**src/rtl/serial_frame_receiver_if.sv**
```systemverilog
// Bus bundle for the serial frame receiver: serial line, bit strobe, order select
// and the parallel valid/ready output with status pulses.
interface serial_frame_receiver_if #(
  parameter int unsigned WIDTH = 4
);
  logic             Ser_in;
  logic             Bit_en;
  logic             Dir;
  logic [WIDTH-1:0] P_out;
  logic             Out_valid;
  logic             Out_ready;
  logic             Busy;
  logic             Frame_err;
  logic             Overrun;

  modport slave (
    input  Ser_in, Bit_en, Dir, Out_ready,
    output P_out, Out_valid, Busy, Frame_err, Overrun
  );

  modport master (
    output Ser_in, Bit_en, Dir, Out_ready,
    input  P_out, Out_valid, Busy, Frame_err, Overrun
  );
endinterface

```
**src/rtl/serial_frame_receiver.sv**
```systemverilog
// Framed serial receiver: start bit, WIDTH data bits in latched bit order, stop bit,
// then a held valid/ready word with one-cycle framing-error and overrun pulses.
module serial_frame_receiver #(
  parameter int unsigned WIDTH = 4
) (
  input  logic                   Clk,
  input  logic                   Rst,
  serial_frame_receiver_if.slave bus
);
  localparam int unsigned CW = $clog2(WIDTH);

  typedef enum logic [1:0] {IDLE = 2'd0, DATA = 2'd1, STOP = 2'd2} state_t;

  state_t           r_state, w_next_state;
  logic [CW-1:0]    r_cnt;
  logic [WIDTH-1:0] r_sreg, r_pout;
  logic             r_dir, r_valid, r_ferr, r_ovr;
  logic             w_last, w_start, w_shift, w_commit, w_bad_stop, w_accept, w_busy;

  assign w_last = (r_cnt == CW'(WIDTH - 1));

  always_ff @(posedge Clk or negedge Rst) begin
    if (!Rst) r_state <= IDLE;
    else      r_state <= w_next_state;
  end

  always_comb begin
    w_next_state = r_state;
    if (bus.Bit_en) begin
      case (r_state)
        IDLE:    if (!bus.Ser_in) w_next_state = DATA;
        DATA:    if (w_last) w_next_state = STOP;
        STOP:    w_next_state = IDLE;
        default: w_next_state = IDLE;
      endcase
    end
  end

  always_comb begin
    w_busy     = (r_state != IDLE);
    w_start    = bus.Bit_en && (r_state == IDLE) && !bus.Ser_in;
    w_shift    = bus.Bit_en && (r_state == DATA);
    w_commit   = bus.Bit_en && (r_state == STOP) && bus.Ser_in;
    w_bad_stop = bus.Bit_en && (r_state == STOP) && !bus.Ser_in;
    w_accept   = r_valid && bus.Out_ready;
  end

  always_ff @(posedge Clk or negedge Rst) begin
    if (!Rst) begin
      r_cnt   <= '0;
      r_sreg  <= '0;
      r_dir   <= 1'b0;
      r_pout  <= '0;
      r_valid <= 1'b0;
      r_ferr  <= 1'b0;
      r_ovr   <= 1'b0;
    end else begin
      r_ferr <= w_bad_stop;
      r_ovr  <= 1'b0;
      if (w_start) begin
        r_cnt <= '0;
        r_dir <= bus.Dir;
      end
      if (w_shift) begin
        if (!w_last) r_cnt <= r_cnt + CW'(1);
        if (r_dir) r_sreg <= {r_sreg[WIDTH-2:0], bus.Ser_in};
        else       r_sreg <= {bus.Ser_in, r_sreg[WIDTH-1:1]};
      end
      // A commit wins over an accept on the same edge; only an unaccepted word overruns.
      if (w_commit) begin
        r_pout  <= r_sreg;
        r_valid <= 1'b1;
        r_ovr   <= r_valid && !bus.Out_ready;
      end else if (w_accept) begin
        r_valid <= 1'b0;
      end
    end
  end

  assign bus.P_out     = r_pout;
  assign bus.Out_valid = r_valid;
  assign bus.Busy      = w_busy;
  assign bus.Frame_err = r_ferr;
  assign bus.Overrun   = r_ovr;
endmodule

```
**src/flat_wrapper.sv**
```systemverilog
// flat-port wrapper written by rule: the top's interface ports become plain ports
module serial_frame_receiver_flat 
#(
  parameter int unsigned WIDTH = 4
)
  (Clk, Rst, bus_Ser_in, bus_Bit_en, bus_Dir, bus_Out_ready, bus_P_out, bus_Out_valid, bus_Busy, bus_Frame_err, bus_Overrun);
  serial_frame_receiver_if #(.WIDTH(WIDTH)) bus_i ();
  input  logic Clk;
  input  logic Rst;
  input wire logic [$bits(bus_i.Ser_in)-1:0] bus_Ser_in;
  input wire logic [$bits(bus_i.Bit_en)-1:0] bus_Bit_en;
  input wire logic [$bits(bus_i.Dir)-1:0] bus_Dir;
  input wire logic [$bits(bus_i.Out_ready)-1:0] bus_Out_ready;
  output wire logic [$bits(bus_i.P_out)-1:0] bus_P_out;
  output wire logic [$bits(bus_i.Out_valid)-1:0] bus_Out_valid;
  output wire logic [$bits(bus_i.Busy)-1:0] bus_Busy;
  output wire logic [$bits(bus_i.Frame_err)-1:0] bus_Frame_err;
  output wire logic [$bits(bus_i.Overrun)-1:0] bus_Overrun;
  assign bus_i.Ser_in = bus_Ser_in;
  assign bus_i.Bit_en = bus_Bit_en;
  assign bus_i.Dir = bus_Dir;
  assign bus_i.Out_ready = bus_Out_ready;
  assign bus_P_out = bus_i.P_out;
  assign bus_Out_valid = bus_i.Out_valid;
  assign bus_Busy = bus_i.Busy;
  assign bus_Frame_err = bus_i.Frame_err;
  assign bus_Overrun = bus_i.Overrun;
  serial_frame_receiver #(.WIDTH(WIDTH)) u_core (.Clk(Clk), .Rst(Rst), .bus(bus_i));
endmodule
```
**config.mk**
```make
export PLATFORM = sky130hd
export DESIGN_NAME = serial_frame_receiver_flat
export DESIGN_NICKNAME = d
export VERILOG_FILES = /design/src/rtl/serial_frame_receiver_if.sv /design/src/rtl/serial_frame_receiver.sv /design/src/flat_wrapper.sv
export SDC_FILE = /design/constraint.sdc
export NUM_CORES = 1
export LEC_CHECK = 0
export ABC_AREA = 1
export BUFFER_PORTS_ARGS = -buffer_cell sky130_fd_sc_hd__buf_2
export CAP_MARGIN = 25
export CELL_PAD_IN_SITES_DETAIL_PLACEMENT = 0
export CELL_PAD_IN_SITES_GLOBAL_PLACEMENT = 2
export CORE_MARGIN = 5
export CORE_UTILIZATION = 30
export CTS_CLUSTER_DIAMETER = 120
export DETAILED_ROUTE_END_ITERATION = 6
export GPL_TIMING_DRIVEN = 0
export PLACE_DENSITY_LB_ADDON = 0.12
export SLEW_MARGIN = 20
export SYNTH_ARGS = -nofsm -noshare
export SYNTH_HDL_FRONTEND = slang
export SYNTH_SLANG_ARGS = --single-unit
```
**constraint.sdc**
```tcl
create_clock -name Clk -period 2.1 [get_ports Clk]
set_input_delay 0.42 -clock Clk [delete_from_list [all_inputs] [get_ports Clk]]
set_output_delay 0.42 -clock Clk [all_outputs]
set_load 0.02 [all_outputs]
```
==> impl_metrics.json <==
{
  "area_growth_pct": 16.9,
  "syn_inst": 77,
  "core_area_mm2": 0.00221,
  "grt_max_degree": 17,
  "rows": 17,
  "wl_um": 1360,
  "arrival_ns": 1.07,
  "cts.path.max_buffers": 2,
  "avgViaCountPerCell": 4.48,
  "start_util_pct": 31.5,
  "muxShareOfSynthArea_pct": 0,
  "layout-drive-gt1-share_pct": 23.9,
  "yosysSeqAreaShare_pct": 57.5,
  "final.min_clock_period_ns": 1.49,
  "leakage_nw": 0.407,
  "p_per_area_mw_per_mm2": 1240,
  "antenna_found_initial": 0,
  "drv_slew": 0,
  "ir_worst_vdd_mv": 0.462,
  "dieArea_mm2": 0.00339,
  "clkTransAtPathRegs_ns": 0.09,
  "critPathLaunchType": "flop",
  "cap_violations": 0,
  "rsz0062_at_grt": "false",
  "fin_skew_ns": 0.00298,
  "vias": 538,
  "cts.repair.resized": 0,
  "wire_per_inst_um": 11.4,
  "status": "completed",
  "hold_viol": 0,
  "fillers": 248,
  "r2r_cells": 4,
  "pin_count": 14,
  "first_pass_iters": 4,
  "overflow": 0,
  "design_area_um2": 815,
  "synthAdderAreaFrac_pct": 1.80,
  "cp.depth": 3,
  "slowest_stage": "dfrtp_1",
  "synthXorXnorAreaFrac_pct": 0,
  "ant_nets": 0,
  "holdBufCountCts": 0,
  "synth_fp_nets": 84,
  "synth_area_per_cell_um2": 9.05,
  "dr.first_iter.drc_count": 11,
  "finalSetupTns_ns": 0,
  "synth_seq_cells": 16,
  "synth_top_family_by_area": "simple AND/OR/NAND/NOR gates",
  "critPathMaxFanout": 6,
  "path_cells": "nor2_1, inv_1, buf_2",
  "cts_num_sinks": 16,
  "place_inst": 117,
  "insertion_delay_ns": 0.28,
  "endpoint_kind": "primary output",
  "synthSimpleGateAreaFrac_pct": 22.6,
  "synth.distinct_cells": 17,
  "timing.fmax_mhz": 670,
  "h-tree-depth": 1,
  "die_x_um": 58.2,
  "syn_area_um2": 697,
  "numCtsBuffers": 3,
  "tritoncts": "built",
  "max_stage_delay_ns": 0.45,
  "remaining_drc_errors": 0,
  "grt_pass1_wl_um": 2350,
  "synth_compound_area_share_pct": 10.8,
  "place_hpwl_um": 1000,
  "root_buffer": "clkbuf_4",
  "critPathBufInv": 2,
  "port-buffer-count": 12,
  "gp_congestion": 0.690,
  "grt_pass1_vias": 526,
  "required_ns": 1.68,
  "die_h_um": 58.2,
  "cp_top_family": "flip-flops",
  "finalCritPeriodShare_pct": 71.1,
  "layout.cells.non_filler": 120,
  "track_usage_pct": 9.41,
  "yosysWarnings": 0,
  "max_slew_margin_pct": 75.7,
  "post_cts_buffers": 0,
  "placed_area_um2": 792,
  "setup.worst_path.class": "reg -> out",
  "antennaDiodeCount": 0,
  "fin_nets": 101,
  "worst_pin_slew_ns": 0.365,
  "finalSetupViolCount": 0,
  "min_path_type": "in -> async"
}
[synthesized netlist by cell type (all sizes together)]
cell type / n / area share, %
nor2: 4 / 3.2
o21ai: 15 / 11
nand4: 1 / 0.90
buf: 1 / 0.72
inv: 11 / 5.9
nand3: 5 / 4.3
nand2: 18 / 9.7
dfrtp: 16 / 57
nand3b: 2 / 2.2
clkbuf: 1 / 0.72
nor3: 1 / 1.4
nor4: 1 / 0.90
ha: 1 / 1.8
[per-stage QoR]
step                power [W]  hold slack (ns)  setup WS (ns)  utilization (%)
finish                0.00101           0.0343          0.607             36.8
global route          0.00111           0.0585          0.532             36.8
CTS                   0.00103           0.0464          0.590             36.8
detailed placement   0.000868            0.362          0.918             35.8
global placement     0.000862            0.363          0.911             35.8
floorplan            0.000753            0.124           1.05                -
[power by group]
| part | switching [W] | total, W | internal, W |
|---|---|---|---|
| sequential | 0.0000564 | 0.000468 | 0.000412 |
| clock | 0.0000923 | 0.000159 | 0.0000666 |
| combinational | 0.000247 | 0.000384 | 0.000137 |
| total | 0.000396 | 0.00101 | 0.000616 |
[placed cells by master, fill, tap and decap left out, types with 3 or more instances in the layout]
cell	synthesis	routed
nand2_1	18	18
dfrtp_1	16	16
buf_2	1	13
o21ai_0	11	11
inv_1	9	9
nand3_1	4	4
o21ai_1	4	4
nor2_1	3	3
clkbuf_4	0	3
[state kept, by name (all words and copies together) (netlist names)]
signal / count
u_core.r_dir: 1
u_core.r_cnt: 2
u_core.bus.Out_valid: 1
u_core.r_sreg: 4
u_core.bus.Overrun: 1
u_core.bus.Frame_err: 1
u_core.r_state: 2
u_core.bus.P_out: 4
[path summary, 6_finish.rpt]
| kind | startpoint | to | slack (ns) |
|---|---|---|---|
| setup / recovery | u_core.r_state[0] | bus_Busy | 0.61 |
| hold / removal | Rst | u_core.r_sreg[3] | 0.03 |
| setup reg to reg | u_core.r_state[0] | u_core.bus.P_out[2] | 1.02 |
| hold reg to reg | u_core.bus.P_out[1] | u_core.bus.P_out[1] | 0.49 |
| max in group asynchronous | Rst | u_core.bus.Out_valid | 1.80 |
| min in group Clk | bus_Out_ready | u_core.bus.Overrun | 0.30 |
[routing by layer]
layer / part of all wire, % / global-route usage, % / up-vias / wire [um]
li1: - / - / 282 / -
met1: 47 / 11.7 / 245 / 639
met2: 47 / 14.0 / 9 / 636
met3: 4.9 / 4.23 / 2 / 67
met4: 1.5 / 3.97 / 0 / 20
met5: 0 / 0 / - / 0
[cell type report]
| class | count | area (um2) | area share, % |
|---|---|---|---|
| buffer | 2 | 10.0 | 1.23 |
| clock buffer | 3 | 22.5 | 2.76 |
| inverter | 11 | 41.3 | 5.07 |
| multi-input combinational | 48 | 245 | 30.1 |
| sequential | 16 | 400 | 49.2 |
| tap | 28 | 35.0 | 4.30 |
| timing repair buffer | 12 | 60.1 | 7.37 |
[worst reg2reg max path: stages (launching register included)]
cell and delay, ns:
dfrtp_1 0.45, nor2_1 0.15, nand3_2 0.21, nand2_1 0.11, o21ai_1 0.06
[cell families after synthesis]
kind of cell             Yosys count
AND/OR/NAND/NOR                   32
buffers and inverters             13
flip-flops                        16
AO/OA/AOI/OAI                     15
adder cells (fa/ha/maj)            1
No activity file was read; power rests on OpenSTA's default activity.
